--- src/rtl/alu_slice_seq.sv ---
// Bit-serialised ALU: a DWIDTH-bit op as DWIDTH/SLICE slices, LSB first, carry chained.
// Optional macro ALU_ROTATE_EN adds rol on opcode E; otherwise E is illegal.
module alu_slice_seq #(
  parameter int DWIDTH = 128,
  parameter int SLICE  = 32
) (
  input  logic              clk,
  input  logic              rst_n,
  input  logic              in_valid,
  output logic              in_ready,
  input  logic [2:0]        opsel,
  input  logic              mode,
  input  logic [DWIDTH-1:0] op1,
  input  logic [DWIDTH-1:0] op2,
  input  logic              carry_in,
  output logic              out_valid,
  input  logic              out_ready,
  output logic [DWIDTH-1:0] result,
  output logic              c_flag,
  output logic              z_flag,
  output logic              o_flag,
  output logic              s_flag,
  output logic              illegal
);

  localparam int N  = DWIDTH / SLICE;
  localparam int IW = (N > 1) ? $clog2(N) : 1;
  localparam logic [IW-1:0] LAST = IW'(N - 1);

  localparam logic [3:0] OP_ADD = 4'h0, OP_SUBWB = 4'h1, OP_MOV = 4'h2, OP_SUB = 4'h3;
  localparam logic [3:0] OP_INC = 4'h4, OP_DEC = 4'h5, OP_ADDINC = 4'h6;
  localparam logic [3:0] OP_AND = 4'h8, OP_OR = 4'h9, OP_XOR = 4'hA, OP_NOT = 4'hB;
  localparam logic [3:0] OP_SHL = 4'hD, OP_ROL = 4'hE;

  typedef enum logic [1:0] {IDLE, BUSY, DONE} state_t;
  state_t state_q, state_d;

  logic [DWIDTH-1:0] a_q, b_q;
  logic [3:0]        op_q;
  logic              carry_q, zacc_q;
  logic [IW-1:0]     idx_q;

  logic [SLICE-1:0]  a_s, b_s, x_s, slice_res;
  logic [SLICE:0]    sum, shift_t;
  logic              carry_nxt, is_arith, is_logic, is_shift, illegal_op, ovf_nxt;
  logic [3:0]        op_in;
  logic              carry_init;

  assign in_ready  = (state_q == IDLE);
  assign out_valid = (state_q == DONE);
  assign op_in     = {mode, opsel};

  // Carry seeded into slice 0: the +1 of sub/inc/addinc, or the rotated-in MSB.
  always_comb begin
    carry_init = 1'b0;
    case (op_in)
      OP_SUBWB:                 carry_init = carry_in;
      OP_SUB, OP_INC, OP_ADDINC: carry_init = 1'b1;
`ifdef ALU_ROTATE_EN
      OP_ROL:                   carry_init = op1[DWIDTH-1];
`endif
      default:                  carry_init = 1'b0;
    endcase
  end

  always_comb begin
    is_arith = (op_q[3] == 1'b0) && (op_q != 4'h7);
    is_logic = (op_q >= OP_AND) && (op_q <= OP_NOT);
`ifdef ALU_ROTATE_EN
    is_shift = (op_q == OP_SHL) || (op_q == OP_ROL);
`else
    is_shift = (op_q == OP_SHL);
`endif
    illegal_op = !(is_arith || is_logic || is_shift);
  end

  always_comb begin
    a_s = a_q[idx_q*SLICE +: SLICE];
    b_s = b_q[idx_q*SLICE +: SLICE];
    x_s = '0;
    case (op_q)
      OP_ADD, OP_ADDINC: x_s = b_s;
      OP_SUBWB, OP_SUB:  x_s = ~b_s;
      OP_DEC:            x_s = '1;
      default:           x_s = '0;
    endcase
    sum     = {1'b0, a_s} + {1'b0, x_s} + (SLICE+1)'(carry_q);
    shift_t = {a_s, carry_q};

    slice_res = '0;
    carry_nxt = 1'b0;
    ovf_nxt   = 1'b0;
    if (is_arith) begin
      slice_res = sum[SLICE-1:0];
      carry_nxt = sum[SLICE];
      ovf_nxt   = (a_s[SLICE-1] == x_s[SLICE-1]) && (sum[SLICE-1] != a_s[SLICE-1]);
    end else if (is_shift) begin
      slice_res = shift_t[SLICE-1:0];
      carry_nxt = shift_t[SLICE];
      ovf_nxt   = a_q[DWIDTH-1] ^ a_q[DWIDTH-2];
    end else if (is_logic) begin
      case (op_q)
        OP_AND:  slice_res = a_s & b_s;
        OP_OR:   slice_res = a_s | b_s;
        OP_XOR:  slice_res = a_s ^ b_s;
        default: slice_res = ~a_s;
      endcase
    end
  end

  always_ff @(posedge clk or negedge rst_n) begin
    if (!rst_n) state_q <= IDLE;
    else        state_q <= state_d;
  end

  always_comb begin
    state_d = state_q;
    case (state_q)
      IDLE:    if (in_valid) state_d = BUSY;
      BUSY:    if (idx_q == LAST) state_d = DONE;
      DONE:    if (out_ready) state_d = IDLE;
      default: state_d = IDLE;
    endcase
  end

  always_ff @(posedge clk or negedge rst_n) begin
    if (!rst_n) begin
      a_q     <= '0;
      b_q     <= '0;
      op_q    <= '0;
      carry_q <= 1'b0;
      zacc_q  <= 1'b0;
      idx_q   <= '0;
      result  <= '0;
      c_flag  <= 1'b0;
      z_flag  <= 1'b0;
      o_flag  <= 1'b0;
      s_flag  <= 1'b0;
      illegal <= 1'b0;
    end else begin
      case (state_q)
        IDLE: if (in_valid) begin
          a_q     <= op1;
          b_q     <= op2;
          op_q    <= op_in;
          carry_q <= carry_init;
          zacc_q  <= 1'b1;
          idx_q   <= '0;
        end
        BUSY: begin
          result[idx_q*SLICE +: SLICE] <= slice_res;
          carry_q <= carry_nxt;
          zacc_q  <= zacc_q & ~|slice_res;
          if (idx_q == LAST) begin
            c_flag  <= carry_nxt;
            z_flag  <= zacc_q & ~|slice_res;
            o_flag  <= ovf_nxt;
            s_flag  <= slice_res[SLICE-1];
            illegal <= illegal_op;
          end else begin
            idx_q <= idx_q + 1'b1;
          end
        end
        default: ;
      endcase
    end
  end

endmodule

--- config.mk ---
export PLATFORM = sky130hd
export DESIGN_NAME = alu_slice_seq
export DESIGN_NICKNAME = d
export VERILOG_FILES = /design/src/rtl/alu_slice_seq.sv
export SDC_FILE = /design/constraint.sdc
export NUM_CORES = 1
export LEC_CHECK = 0
export BUFFER_PORTS_ARGS = -buffer_cell sky130_fd_sc_hd__buf_2
export CORE_MARGIN = 3
export CORE_UTILIZATION = 30
export DETAILED_ROUTE_END_ITERATION = 10
export PLACE_DENSITY = 0.54
export SETUP_SLACK_MARGIN = 0.1
export SLEW_MARGIN = 40
export SYNTH_ARGS = -nofsm -noshare
export SYNTH_HDL_FRONTEND = slang
export SYNTH_SLANG_ARGS = --single-unit
--- constraint.sdc ---
create_clock -name clk -period 4.4 [get_ports clk]
set_clock_uncertainty 0.05 [all_clocks]
set_input_delay 0.88 -clock clk [delete_from_list [all_inputs] [get_ports clk]]
set_output_delay 0.88 -clock clk [all_outputs]
set_load 0.01 [all_outputs]
==> impl_table.tex <==
\begin{tabular}{lr}
\hline
Metric & Value \\
\hline
\multicolumn{2}{l}{\textbf{Worst setup path}} \\
\quad Largest fanout on the critical path & 8 \\
\quad Endpoint kind of the worst setup timing path & register \\
\quad Series of cell instances along the critical path & buf\_12 -> buf\_16 -> mux4\_2 -> inv\_1 -> mux2i\_1 -> nand2\_1 -> ha\_1 -> nand4\_1 -> or2\_2 -> nand2b\_1 -> o32ai\_4 -> buf\_4 -> mux2\_2 -> nor2\_2 -> and3\_1 -> nand4b\_4 -> o31ai\_2 \\
\quad Number of buffers and inverters on the critical path & 4 \\
\quad Type of origin of the critical path & register \\
\quad Cell type of the slowest stage on the worst timing path & sky130\_fd\_sc\_hd\_\_mux4\_2 \\
\quad Critical Path RT & 4840 ps \\
\quad Slowest cell delay on critical path & 540 ps \\
\quad Arrival time at the worst endpoint & 4830 ps \\
\quad Top Family by Delay on Critical Path & simple AND/OR/NAND/NOR gates \\
\quad Critical Setup Path Class & reg -> reg \\
\multicolumn{2}{l}{\textbf{Timing}} \\
\quad Share of the clock period used by the worst path & 99.8\% \\
\quad Fmax & 0.228 GHz \\
\quad Unrepaired setup endpoints after global routing & yes \\
\quad Max-slew violations & 0 \\
\quad Clock period minus worst slack & 4390 ps \\
\quad Slew headroom & 45.7\% \\
\quad Endpoints failing setup & 0 \\
\quad Hold Fails Final Rpt & 0 \\
\quad Final critical-path setup slack & 7.04 ps \\
\quad Pin slew with the least headroom to its limit & 815 ps \\
\multicolumn{2}{l}{\textbf{Run status}} \\
\quad Result of the run & complete, no violations \\
\multicolumn{2}{l}{\textbf{Layout}} \\
\quad Core occupancy in the finished layout & 39.1\% \\
\quad Synth-to-Final Area Change & 29.0\% \\
\quad Proportion of layout cells with a drive suffix above 1 & 28.9\% \\
\quad Net count, final & 3261 \\
\quad Count of filler cells inserted in the layout & 7361 \\
\quad Post-route insts no fill & 3876 \\
\quad Sequential standard cell area & 9990 µm² \\
\quad Final design area excluding fillers & 28100 µm² \\
\quad Area of the multi-input gates & 11300 µm² \\
\multicolumn{2}{l}{\textbf{Floorplan}} \\
\quad Die Wd & 275 µm \\
\quad Die outline area & 75800 µm² \\
\quad Std-Cell Core Area & 71700 µm² \\
\quad IO Count & 400 \\
\quad Standard-cell row count & 98 \\
\quad Die Ht & 275 µm \\
\quad Initial Utilization & 30.4\% \\
\multicolumn{2}{l}{\textbf{CTS}} \\
\quad Clock buffers created by TritonCTS & 46 \\
\quad Number of clock sinks & 399 \\
\quad Maximum level of the CTS H-tree & 2 \\
\quad Worst-Skew Late Latency & 580 ps \\
\quad Clock buffer depth & 3 \\
\quad Buffer type at the clock tree root & sky130\_fd\_sc\_hd\_\_clkbuf\_16 \\
\quad Clock input transition at the sequential cells of the worst setup and hold paths & 60 ps \\
\quad Number of buffers inserted by hold repair at cts & 0 \\
\quad Clock tree from TritonCTS & built \\
\multicolumn{2}{l}{\textbf{Synthesis}} \\
\quad Share of the synthesized area in the top cell type & 45.9\% \\
\quad Synth cell count leaders & sky130\_fd\_sc\_hd\_\_nand2\_1, sky130\_fd\_sc\_hd\_\_dfrtp\_1, sky130\_fd\_sc\_hd\_\_o21ai\_0 \\
\quad Number of distinct library cells after synthesis & 88 \\
\quad Flip-flop and latch count after synthesis & 399 \\
\quad Share of flip-flops with an asynchronous set or reset & 100\% \\
\quad Syn Inst Count & 2412 \\
\quad Synthesized netlist net count & 2780 \\
\quad Top flip-flop cell by instance count after synthesis & sky130\_fd\_sc\_hd\_\_dfrtp\_1 \\
\quad Cell type with the highest aggregate area in the netlist & sky130\_fd\_sc\_hd\_\_dfrtp\_1 \\
\quad Most frequent cell after synthesis & sky130\_fd\_sc\_hd\_\_nand2\_1 \\
\quad Number of synthesized flops with an enable pin & 0 \\
\quad Netlist area before placement & 21800 µm² \\
\quad Synth warnings & 0 \\
\quad Biggest area contributors in the synthesized netlist & sky130\_fd\_sc\_hd\_\_dfrtp\_1, sky130\_fd\_sc\_hd\_\_nand2\_1, sky130\_fd\_sc\_hd\_\_ha\_1, sky130\_fd\_sc\_hd\_\_mux4\_2, sky130\_fd\_sc\_hd\_\_mux2i\_1 \\
\quad Sequential area share after synthesis & 45.9\% \\
\quad Mean cell area of the mapped netlist & 9.03 µm² \\
\multicolumn{2}{l}{\textbf{Detailed routing}} \\
\quad Via count & 19210 \\
\quad WL/cell & 21.0 µm \\
\quad Number of nets with antenna violations after detailed routing & 0 \\
\quad Detailed-route DRC error count & 0 \\
\quad Pre-antenna DRT Iters & 5 \\
\quad Total Routed Length & 81.2 mm \\
\quad Starting DRT DRC Count & 1581 \\
\quad Post-detailed-route via-to-cell ratio & 4.96 \\
\multicolumn{2}{l}{\textbf{Placement}} \\
\quad IO buf count & 399 \\
\quad Pre-CTS setup slack & -154 ps \\
\quad Half-perimeter wire length after placement & 61.5 mm \\
\quad Weighted congestion reported at the end of routability-driven placement & 0.940 \\
\quad Post-placement cell area & 25700 µm² \\
\quad Total instance count after detailed placement & 3759 \\
\multicolumn{2}{l}{\textbf{Power and ir drop}} \\
\quad Part of the total power dissipated in sequential elements & 21.2\% \\
\quad Switch Pwr & 13.8 mW \\
\quad Pint & 15.6 mW \\
\quad Static power due to leakage & 14.6 nW \\
\quad Part of the total power dissipated in combinational logic & 65.4\% \\
\quad Max IR drop VDD & 0.413 mV \\
\quad Switching power as a share of total power & 46.9\% \\
\quad Overall power consumption & 29.3 mW \\
\quad Power density relative to cell area & 1040 nW/µm² \\
\quad Proportion of power drawn by the clock network & 13.4\% \\
\multicolumn{2}{l}{\textbf{Global route}} \\
\quad Pin count of the biggest net entering global routing & 146 \\
\quad Wire length of the first global-routing pass & 120 mm \\
\quad Vias in the first global route & 18702 \\
\quad Grt ovf & 0 \\
\quad Global router's overall resource usage & 20.9\% \\
\quad Antenna violations before repair & 3 \\
\multicolumn{2}{l}{\textbf{Run}} \\
\quad Max-capacitance violation count & 0 \\
\multicolumn{2}{l}{\textbf{Worst hold path}} \\
\quad Tightest Hold Check Type & in -> async \\
\hline
\end{tabular}
==> flip-flops by register name, summed over array words and instances (netlist names) <==
name,flops
o_flag,1
s_flag,1
z_flag,1
b_q,128
idx_q,2
state_q,2
result,128
a_q,128
carry_q,1
zacc_q,1
op_q,4
illegal,1
c_flag,1
==> layout make-up <==
cell class	instances	share of cell area, %
diodes	2	0.0178
clock buffers	60	4.61
clock inverters	19	0.891
inverters	82	1.10
multi-input cells	1776	40.3
flip-flops and latches	399	35.6
well taps	950	4.23
repair buffers	588	13.3
==> cells by family after synthesis <==
family | share of synthesized area [%]
flops | 45.9
fa+ha+maj | 5.99
mux | 10.1
buf+inv | 4.67
xor+xnor | 0.764
simple gates | 20.9
compound gates | 11.7
==> routing by layer <==
layer	part of all wire (%)	track usage, %	routed length, µm
met1	45	29.5	36600
met5	0.014	0	11
met3	5.6	2.88	4580
met2	46	33.6	37600
met4	2.9	5.95	2390
==> path summary, 6_finish.rpt <==
path	start	to	slack, ps	depth (start not counted)
worst min register to register	result[56]	result[56]	420	2
min in group clk	result[56]	result[56]	420	2
worst min-delay path	rst_n	result[66]	90	1
worst max register to register	idx_q[0]	z_flag	7	17
max in group asynchronous	rst_n	b_q[107]	2880	4
worst max-delay path	idx_q[0]	z_flag	7	17
==> cells in the final DEF (no fill, tap or decap), drive strengths merged, types with 4 or more instances in the layout <==
cell,n
a211o,6
a211oi,8
a21o,12
a21oi,61
a221o,4
a221oi,8
a22o,47
a31oi,4
and2,8
and3,7
buf,587
bufinv,5
clkbuf,60
clkinv,9
dfrtp,399
ha,101
inv,84
mux2,9
mux2i,81
mux4,57
nand2,956
nand2b,12
nand3,18
nand4,15
nor2,49
nor3,18
nor4,10
o211ai,9
o21a,12
o21ai,141
o21bai,6
o22ai,18
o2bb2ai,4
o311a,4
o31ai,7
or3,8
xnor2,8
xor2,11
==> what timing repair did <==
item,CTS,global route
setup endpoints to repair,22,42
cloned,3,0
pin swaps,18,36
resized for setup,49,73
buffers inserted,22,12
==> power by group through the flow <==
stage | clock network [mW] | registers (mW) | logic, mW
floorplan | 0 | 6.08 | 10.1
global placement | 0 | 6.24 | 17.4
detailed placement | 0 | 6.25 | 17.5
CTS | 4.05 | 6.22 | 18.4
global route | 4.19 | 6.40 | 20.9
finish | 3.94 | 6.22 | 19.2
==> stage by stage <==
step                      hold slack [ps]  TNS [ps]
final                                86.2         0
after global routing                 63.0      -229
after CTS                            51.1         0
after detailed placement              409      -477
after global placement                403      -554
after floorplan                       387         0
Power figures use the tool's default switching activity.
